$ cat config.mk
export PLATFORM = sky130hd
export DESIGN_NAME = sensor_cond_gen
export DESIGN_NICKNAME = d
export VERILOG_FILES = /design/src/rtl/sensor_cond_gen.sv
export SDC_FILE = /design/constraint.sdc
export NUM_CORES = 1
export LEC_CHECK = 0
export ABC_AREA = 0
export BUFFER_PORTS_ARGS = -buffer_cell sky130_fd_sc_hd__buf_2
export CAP_MARGIN = 0
export CORE_ASPECT_RATIO = 1.1
export CORE_MARGIN = 2
export CORE_UTILIZATION = 40
export CTS_CLUSTER_SIZE = 25
export DETAILED_ROUTE_END_ITERATION = 16
export PLACE_DENSITY = 0.57
export SYNTH_ARGS = -nofsm -noshare
export SYNTH_HDL_FRONTEND = slang
export SYNTH_SLANG_ARGS = --single-unit
export TNS_END_PERCENT = 10
$ cat constraint.sdc
create_clock -name clk -period 4.2 [get_ports clk]
set_input_delay 0.63 -clock clk [delete_from_list [all_inputs] [get_ports clk]]
set_output_delay 0.63 -clock clk [all_outputs]
set_load 0.02 [all_outputs]
$ cat src/rtl/sensor_cond_gen.sv
// sensor_cond_gen: current/torque exponential filters, hysteretic low-battery flag and clamped current error
module sensor_cond_gen #(
    parameter bit           FAST_SIM       = 1'b1,
    parameter int           W              = 12,
    parameter int           CURR_SHIFT     = 2,
    parameter int           TORQ_SHIFT     = 5,
    parameter logic [W-1:0] LOW_BATT_THRES = 12'hA98,
    parameter logic [W-1:0] BATT_HYST      = 12'h020,
    parameter int           ERR_LIM        = (1 << W) - 1
) (
    input  logic                clk,
    input  logic                rst_n,
    input  logic [W-1:0]        curr,
    input  logic [W-1:0]        torque,
    input  logic [W-1:0]        batt,
    input  logic [W-1:0]        target_curr,
    input  logic                cadence_rise,
    input  logic                not_pedaling,
    output logic [W-1:0]        avg_curr,
    output logic [W-1:0]        avg_torque,
    output logic                curr_valid,
    output logic                low_batt,
    output logic signed [W:0]   error
);
    localparam int S = FAST_SIM ? 16 : 22;
    localparam int N = CURR_SHIFT;
    localparam int M = TORQ_SHIFT;
    localparam logic signed [W:0] LIM = (W+1)'(ERR_LIM);
    localparam logic [W:0] REL = {1'b0, LOW_BATT_THRES} + {1'b0, BATT_HYST};

    logic [S-1:0]      r_tmr;
    logic [W+N-1:0]    r_ca;
    logic [W+M-1:0]    r_ta;
    logic              r_np;
    logic              r_lb;
    logic              r_cv;
    logic signed [W:0] r_err;
    logic              w_smpl;
    logic              w_res;
    logic signed [W:0] w_diff;
    logic signed [W:0] w_err;

    assign w_smpl = &r_tmr;
    assign w_res  = r_np & ~not_pedaling;
    assign w_diff = $signed({1'b0, target_curr}) - $signed({1'b0, avg_curr});

    always_comb
        w_err = (not_pedaling | r_lb) ? '0 :
                (w_diff > LIM)        ? LIM :
                (w_diff < -LIM)       ? -LIM : w_diff;

    always_ff @(posedge clk or negedge rst_n) begin
        if (!rst_n) begin
            r_tmr <= '0;
            r_ca  <= '0;
            r_ta  <= '0;
            r_np  <= 1'b0;
            r_lb  <= 1'b1;
            r_cv  <= 1'b0;
            r_err <= '0;
        end else begin
            r_tmr <= r_tmr + S'(1);
            r_cv  <= w_smpl;
            r_np  <= not_pedaling;
            r_err <= w_err;
            if (w_smpl) begin
                r_ca <= r_ca - (r_ca >> N) + {{N{1'b0}}, curr};
                r_lb <= (batt < LOW_BATT_THRES) ? 1'b1 : ({1'b0, batt} >= REL) ? 1'b0 : r_lb;
            end
            // a resume seeds the torque filter at half the current torque, overriding any cadence update
            if (w_res)
                r_ta <= {{M{1'b0}}, torque} << (M - 1);
            else if (cadence_rise)
                r_ta <= r_ta - (r_ta >> M) + {{M{1'b0}}, torque};
        end
    end

    assign avg_curr   = r_ca[W+N-1:N];
    assign avg_torque = r_ta[W+M-1:M];
    assign curr_valid = r_cv;
    assign low_batt   = r_lb;
    assign error      = r_err;
endmodule

Yosys cells after proc, flatten, opt, wreduce, memory -nomap -nowiden. Cells that the tools add are included.

Flip-flop bits (word level): 63. Bits of input ports: 52. Output and inout port bits: 39. Word-level logic and storage cells: 31.

$add $sub $neg: 6. Magnitude comparators: 4. Multiplexer cells: 7. Bitwise operators: 3. Reduce and logical (&&, ||, !) cells: 4.

Operators by type and width (count): $mux W13 (3); $mux W17 (2); $add A17 B12 Y17 (1); $reduce_and A17 Y1 (1); $sub A17 B12 Y17 (1); $add A16 B1 Y16 const B (1); $reduce_and A16 Y1 (1); $add A14 B12 Y14 (1); $sub A14 B12 Y14 (1); $gt A13 B13 Y1 const B (1); $lt A13 B13 Y1 const B (1); $sub A12 B12 Y13 (1); $ge A12 B12 Y1 const B (1); $lt A12 B12 Y1 const B (1); $reduce_bool A2 Y1 (2); $mux W1 (2); $and A1 B1 Y1 (1); $not A1 Y1 (1); $or A1 B1 Y1 (1).

Depth between registers and ports, before layout. Gate-level depths: netlist of run 1.

Depth after elaboration: 5. Gate-level depth with buffers: 14. Mapped depth without buffers: 13.

Least setup slack after synthesis of run 1. No wires, ideal clock.

Path kind: input -> register. Start point: input target_curr[0]. End point: register r_err[4], in the netlist error[4]. Library setup time: 67 ps. Data arrival time: 3588 ps. Required time: 4133 ps. Setup slack: 545 ps. Cell stages on the path: 14. Path buffers: 1. Cell sequence: inv_1 ha_1 fa_1 nor2b_4 o21a_1 or3_4 a221oi_2 o211ai_1 a2111o_1 o31ai_1 ha_1 or3_1 clkbuf_1 and3b_1.

Cells in the longest elaborated chain, start to end: 5. Elaborated cells between the ends (all ways): 6. Those cells by class: add/sub: 1; order compare: 2; mux: 3.

Ends and longest elaborated chain: from (decl) (line 16) `input logic [W-1:0] target_curr,`; $sub A12 B12 Y13 * (line 45) `assign w_diff = $signed({1'b0, target_curr}) - $signed({1'b0, avg_curr});`; $lt A13 B13 Y1 (line 50) `(w_diff < -LIM) ? -LIM : w_diff;`; $mux W13 (line 50); $mux W13 * (line 49) `(w_diff > LIM) ? LIM :`; $mux W13 * (line 48) `w_err = (not_pedaling | r_lb) ? '0 :`; named net w_err[4] (line 41) `logic signed [W:0] w_err;`; to (signal assigned) (line 65) `r_err <= w_err;`; to (decl) (line 37) `logic signed [W:0] r_err;`.

The timed path passes the listed nets; every way through them passes the cells marked *. A chain may end at the register's enable or synchronous reset.

Worst setup path in the final report of run 1.
Start point: register r_ca[2]. End point: register r_err[5], in the netlist error[5].

Cells in the longest elaborated chain, start to end: 5. Elaborated cells between the ends (all ways): 6. Those cells by class: add/sub: 1; order compare: 2; mux: 3.

Ends and longest elaborated chain: from (decl) (line 32) `logic [W+N-1:0] r_ca;`; from (signal assigned) (line 67) `r_ca <= r_ca - (r_ca >> N) + {{N{1'b0}}, curr};`; $sub A12 B12 Y13 * (line 45); $lt A13 B13 Y1 (line 50); $mux W13 (line 50); $mux W13 * (line 49); $mux W13 * (line 48); named net w_err[5] (line 41).

Marks and branches as above.

==> results_dict.tcl, run 1 <==
set metrics [dict create \
    gp_congestion 0.871 \
    layout_commonest_cell "inv_1" \
    cts_tree "built" \
    drc 0 \
    avgSynthCellArea_sq_um 8.74 \
    cts_root_buf "clkbuf_16" \
    cts.sinks 63 \
    maxCapViolations 0 \
    synthArstFlopShare_pct 100 \
    skew_ps 4.85 \
    seq_area_sq_um 1580 \
    clk_pin_slew_ps 50 \
    ctsHtreeMaxLevel 3 \
    r2r_slack_ps 530 \
    die_height_um 125 \
    power.internal_w 0.00209 \
    critPathMaxFanout 8 \
    viasPerCell 4.98 \
    ys_seq_area_share_pct 29.7 \
    row_count 44 \
    drt.antenna.violating_nets 0 \
    combPwrFrac_pct 61.4 \
    power_w 0.00380 \
    startpoint "r_ca[2]$_DFFE_PN0P_" \
    multi_input_area_sq_um 3090 \
    final_area_sq_um 6010 \
    r2r_end "error[5]$_DFF_PN0_" \
    syn_nets 730 \
    path_class "flip-flop to flip-flop" \
    cp-end-kind "flip-flop" \
    syn_area_sq_um 5310 \
    status "completed" \
    overflow 0 \
    critPathRequiredTime_ps 4470 \
    timing.fmax_mhz 273 \
    drv_slew 0 \
    core_area_sq_um 13100 \
    die_area_sq_um 14200 \
    ys_ff_latch 63 \
    layout-area-overhead-vs-synth_pct 13.0 \
    wl_per_cell_um 14.1 \
    totalNegativeSetupSlack_ps 0 \
    crit_path_end "error[5]$_DFF_PN0_" \
    final_nets 796 \
    rsz0062_at_grt "false" \
    ir_drop_mv 0.215 \
    ys_warn_count 0 \
    diodes 0 \
    nFillCells 1321 \
    cp.arrival_ps 3940 \
    share_seq_of_total_power_pct 21.0 \
    drive_gt1_share_pct 16.3 \
    cts_buffers 9 \
    initial_core_util_pct 40.5 \
    grt_pass1_wl_um 20500 \
    finalHoldViolCount 0 \
    reg2regPathDepth 12 \
    wirelength_um 11900 \
    power.density_nw_per_um2 633 \
    netSwitchingPower_w 0.00171 \
    grt_max_degree 39 \
    grt_use_total_pct 18.3 \
    vias 4187 \
    hpwl_um 9310 \
    synth_edf_count 0 \
    clk-insertion-delay-late_ps 330 \
    ctsResizeCount 0 \
    critPathLaunchType "flip-flop" \
    postCtsSetupRepairBufs 0 \
    clockBufferDepth 2 \
    drt_first_pass_iters 4 \
    rr_startpoint "r_ca[2]$_DFFE_PN0P_" \
    clkPwrFrac_pct 17.6 \
    slew_headroom_pct 37.7 \
    fin_crit_ps 3670 \
    port_buffers 87 \
    place_area_sq_um 5750 \
    p_leak_nw 3.22 \
    yosysUniqueCellTypes 54 \
    finalSetupViolations 0 \
    grt_pass1_vias 4382 \
    ios 91 \
    synth_flop_cell "dfrtp_1" \
    tightestPinTransition_ps 934 \
    swShare_pct 45.0 \
    antenna_found_initial 0 \
    synth_cells 608 \
    die_w_um 114 \
    hold_class "primary input to async pin" \
    layout_common_cells "115 x inv_1, 87 x buf_2, 62 x dfrtp_1" \
    drt_iter0_drc 169 \
    fin_crit_sh_pct 87.3 \
    cts_hold_buffers 0 \
]
[worst max-delay path, stage by stage (launching register included)]
cell	delay, ps
dfrtp_1	440
ha_1	260
fa_1	300
nor2b_4	60
o21a_1	180
or3_4	330
a221oi_2	260
o211ai_1	120
a2111o_1	390
o31ai_1	220
ha_1	320
or3_1	480
and3b_1	250
[metal layers]
metal	global-route usage (%)	part of all wire (%)	wire length, um
met5	0	0	0
met4	6.24	1.7	203
met3	3.45	2.7	321
met2	31.9	51	6030
met1	22.4	45	5320
[power by group through the flow]
stage | combinational (W) | sequential, W | clock (W)
CTS | 0.00234 | 0.000803 | 0.000692
finish | 0.00233 | 0.000798 | 0.000670
global placement | 0.00228 | 0.000810 | 0
detailed placement | 0.00231 | 0.000812 | 0
global route | 0.00266 | 0.000814 | 0.000717
floorplan | 0.00189 | 0.000788 | 0
[how the worst min path moves through the flow]
stage                                      end  slack [ps]  depth (start not counted)           startpoint
after detailed placement   r_tmr[13]$_DFF_PN0_         450                          1  r_tmr[13]$_DFF_PN0_
after global placement     r_tmr[13]$_DFF_PN0_         450                          1  r_tmr[13]$_DFF_PN0_
after floorplan           curr_valid$_DFF_PN0_         330                          0                rst_n
after global routing      low_batt$_DFFE_PN1P_         470                          2             batt[11]
after CTS                 low_batt$_DFFE_PN1P_         440                          2             batt[11]
final                      r_ta[0]$_DFFE_PN0P_         440                          1                rst_n
[cells in the mapped netlist, types with 3 or more instances]
master | count | share of area [%]
a211oi_1 | 8 | 1.1
a21o_1 | 9 | 1.3
a21oi_1 | 28 | 2.6
a31oi_1 | 4 | 0.47
and3_1 | 4 | 0.47
buf_4 | 24 | 3.4
clkbuf_1 | 10 | 0.71
dfrtp_1 | 62 | 29
fa_1 | 25 | 9.4
ha_1 | 45 | 11
inv_1 | 115 | 8.1
mux2i_1 | 10 | 1.9
nand2_1 | 42 | 3.0
nand2b_1 | 6 | 0.71
nand3_1 | 16 | 1.5
nand4_1 | 3 | 0.35
nor2_1 | 31 | 2.2
nor2b_1 | 5 | 0.59
nor3_1 | 10 | 0.94
nor4b_1 | 4 | 0.66
o211ai_1 | 7 | 0.99
o21a_1 | 9 | 1.3
o21ai_0 | 45 | 4.2
o21bai_1 | 4 | 0.57
o31ai_1 | 6 | 0.85
or3_1 | 8 | 0.94
xnor2_1 | 21 | 3.5
xor2_1 | 18 | 3.0
[registers in the layout, summed over array words and instances (netlist names)]
| register | flops |
|---|---|
| low_batt | 1 |
| r_ca | 14 |
| r_tmr | 16 |
| curr_valid | 1 |
| error | 13 |
| r_ta | 17 |
| r_np | 1 |
[through the flow]
step | util, % | worst slack, ps | cells | hold WS, ps
floorplan | - | 545 | 608 | 334
global placement | 43.9 | 266 | 824 | 448
detailed placement | 43.9 | 201 | 824 | 452
CTS | 45.8 | 496 | 840 | 442
global route | 45.8 | 241 | 840 | 473
finish | 45.8 | 532 | 840 | 441
[area by class of cell]
class | count | area share (%)
clock inverter | 4 | 0.375
timing repair buffer | 89 | 7.50
tap | 161 | 3.35
multi-input combinational | 396 | 51.4
clock buffer | 12 | 3.94
inverter | 115 | 7.19
sequential | 63 | 26.3
[cells by family (layout without fill, tap and decap cells)]
logic type      count (synthesis)  after routing  share of synthesized area, %
compound gates                137            137                          16.5
xor+xnor                       39             39                          6.43
fa+ha+maj                      70             70                          20.0
buf+inv                       149            220                          12.2
flops                          63             63                          29.7
mux                            10             10                          1.88
simple gates                  140            140                          13.2
(Power assumes the default switching activity.)
==> run 2, diff against run 1 <==
- ABC_AREA: 0 -> 1
==> run 2 against run 1 <==
Compared with the run above: utilization rose by 0.77 points; critical path depth rose by 3; clock skew rose by 1.2 ps; critical endpoint is now error[7]$_DFF_PN0_; highest routed layer unchanged.
==> results_dict.tcl, run 2 <==
set metrics [dict create \
    rr_startpoint "r_ca[2]$_DFFE_PN0P_" \
    synth-simple-area-share_pct 25.7 \
    hpwl_um 11200 \
    wirelength_um 13700 \
    slew_headroom_pct 54.2 \
    synth_xor_area_share_pct 3.37 \
    tightestPinTransition_ps 687 \
    dp.cells 1047 \
    synth_fa_ha_area_share_pct 18.6 \
    synth.most_common_cell "inv_1" \
    layout-area-overhead-vs-synth_pct 13.3 \
    ys_ff_latch 63 \
    clockBufferDepth 2 \
    ctsHtreeMaxLevel 3 \
    ys_warn_count 0 \
    finalHoldViolCount 0 \
    die_w_um 118 \
    hold_class "primary input to async pin" \
    cts_tree "built" \
    r2r_end "error[7]$_DFF_PN0_" \
    cp.arrival_ps 2970 \
    drc 0 \
    viasPerCell 4.70 \
    ios 91 \
    p_leak_nw 3.69 \
    status "completed" \
    r2r_slack_ps 1480 \
    final_nets 992 \
    grt_use_total_pct 18.9 \
    drt_first_pass_iters 4 \
    layout_commonest_cell "inv_1" \
    wl_per_cell_um 12.9 \
    synth_edf_count 0 \
    critPathLaunchType "flip-flop" \
    cts_hold_buffers 0 \
    finalSetupViolations 0 \
    initial_core_util_pct 41.1 \
    vias 4996 \
    yosysTopAreaCell "dfrtp_1" \
    yosys.area.top_type_share_pct 27.1 \
    drt.antenna.violating_nets 0 \
    die_area_sq_um 15300 \
    yosysUniqueCellTypes 35 \
    synth_cells 800 \
    clk_pin_slew_ps 60 \
    ys_seq_area_share_pct 27.6 \
    fin_crit_ps 2720 \
    final-instance-count-excl-fill 1064 \
    rsz0062_at_grt "false" \
    critPathRequiredTime_ps 4450 \
    grt_pass1_wl_um 22800 \
    cts_root_buf "clkbuf_16" \
    row_count 45 \
    fin_crit_sh_pct 64.7 \
    layout_common_cells "177 x inv_1, 175 x nand2_1, 87 x buf_2" \
    postCtsSetupRepairBufs 0 \
    grt_max_degree 38 \
    ir_drop_mv 0.199 \
    ys_top_cells_by_count "177 x inv_1, 175 x nand2_1, 72 x nor2_1, 62 x dfrtp_1, 59 x nand3_1" \
    synth_top_family_by_area "simple AND/OR/NAND/NOR gates" \
    syn_area_sq_um 5720 \
    ctsResizeCount 0 \
    drt_iter0_drc 300 \
    totalNegativeSetupSlack_ps 0 \
    holdWs_ps 340 \
    gp_congestion 0.866 \
    cts_buffers 9 \
    avgSynthCellArea_sq_um 7.15 \
    power.density_nw_per_um2 589 \
    synth_flop_cell "dfrtp_1" \
    largest_register_ff_count 17 \
    core_area_sq_um 13900 \
    cp-end-kind "flip-flop" \
    drv_slew 0 \
    top_regs "r_ta (17), r_tmr (16), r_ca (14)" \
    synth_compound_area_share_pct 9.26 \
    path_class "flip-flop to flip-flop" \
    timing.fmax_mhz 368 \
    nFillCells 1482 \
    port_buffers 87 \
    overflow 0 \
    reg2regPathDepth 15 \
    syn_nets 922 \
    maxCapViolations 0 \
    ys_top_cells_by_area "dfrtp_1 27%, inv_1 12%, nand2_1 11%" \
    critPathMaxFanout 11 \
    grt_pass1_vias 4832 \
    skew_ps 6.09 \
    die_height_um 129 \
    synthMuxAreaShare_pct 0 \
    largest_register "r_ta" \
    clk-insertion-delay-late_ps 330 \
    synthArstFlopShare_pct 100 \
    cts.sinks 63 \
    antenna_found_initial 0 \
    drive_gt1_share_pct 13.4 \
]
-- run 2: cell type report --
type                            instances  area (sq um)  area share, %
Clock inverter                          7          63.8          0.985
Inverter                              179           672           10.4
Antenna cell                            1          2.50         0.0386
Clock buffer                            9           225           3.47
Timing Repair Buffer                   89           450           6.95
Multi-Input combinational cell        528          3250           50.2
Sequential cell                        63          1580           24.3
Tap cell                              188           235           3.63
-- run 2: how the worst max path moves through the flow --
stage | slack (ps) | start | end
6_report | 1480 | r_ca[2]$_DFFE_PN0P_ | error[7]$_DFF_PN0_
5_1_grt | 1150 | r_ca[2]$_DFFE_PN0P_ | error[9]$_DFF_PN0_
4_1_cts | 1420 | r_ca[2]$_DFFE_PN0P_ | error[7]$_DFF_PN0_
3_5_place_dp | 1120 | target_curr[0] | error[9]$_DFF_PN0_
3_3_place_gp | 1160 | target_curr[0] | error[9]$_DFF_PN0_
2_1_floorplan | 1490 | target_curr[0] | error[10]$_DFF_PN0_
-- run 2: worst max-delay path, stage by stage (launching register included) --
cell     delay (ps)
dfrtp_1         440
ha_1            240
fa_1            410
inv_1            90
nand2_1          70
nand3_1         100
nand2_1          80
nand2_1          80
inv_1            40
o21ai_0         250
inv_1            70
nand2_1          70
ha_1            230
nor2_1          100
inv_1           170
a21oi_1         180
-- run 2: power by group --
group	internal, W	total, W	switching (W)	leakage (nW)
Clock	0.000455	0.000747	0.000292	0.149
Combinational	0.000845	0.00229	0.00145	2.79
Sequential	0.000693	0.000780	0.0000874	0.758
-- run 2: metrics by stage --
| stage | total power [W] | instance area (sq um) | util, % | setup slack, ps |
|---|---|---|---|---|
| final | 0.00382 | 6480 | 46.6 | 1480 |
| after CTS | 0.00383 | 6480 | 46.6 | 1420 |
| after floorplan | 0.00261 | 5720 | - | 1490 |
| after global routing | 0.00423 | 6480 | 46.6 | 1150 |
| after detailed placement | 0.00305 | 6190 | 44.5 | 1120 |
| after global placement | 0.00305 | 6190 | 44.5 | 1160 |
-- run 2: routing by layer --
layer	wire length, um	GRT usage, %
met1	6300	24.0
met2	6670	32.7
met3	559	3.74
met4	147	6.17
met5	0	0
-- run 2: cell families (layout without fill, tap and decap cells) --
group | Yosys count | count (layout)
adders and majority gates | 70 | 70
AOI/OAI and AO/OA | 95 | 95
other | 0 | 1
xor gates and xnor gates | 22 | 22
buffers and inverters | 209 | 284
DFF | 63 | 63
and+or+nand+nor | 341 | 341
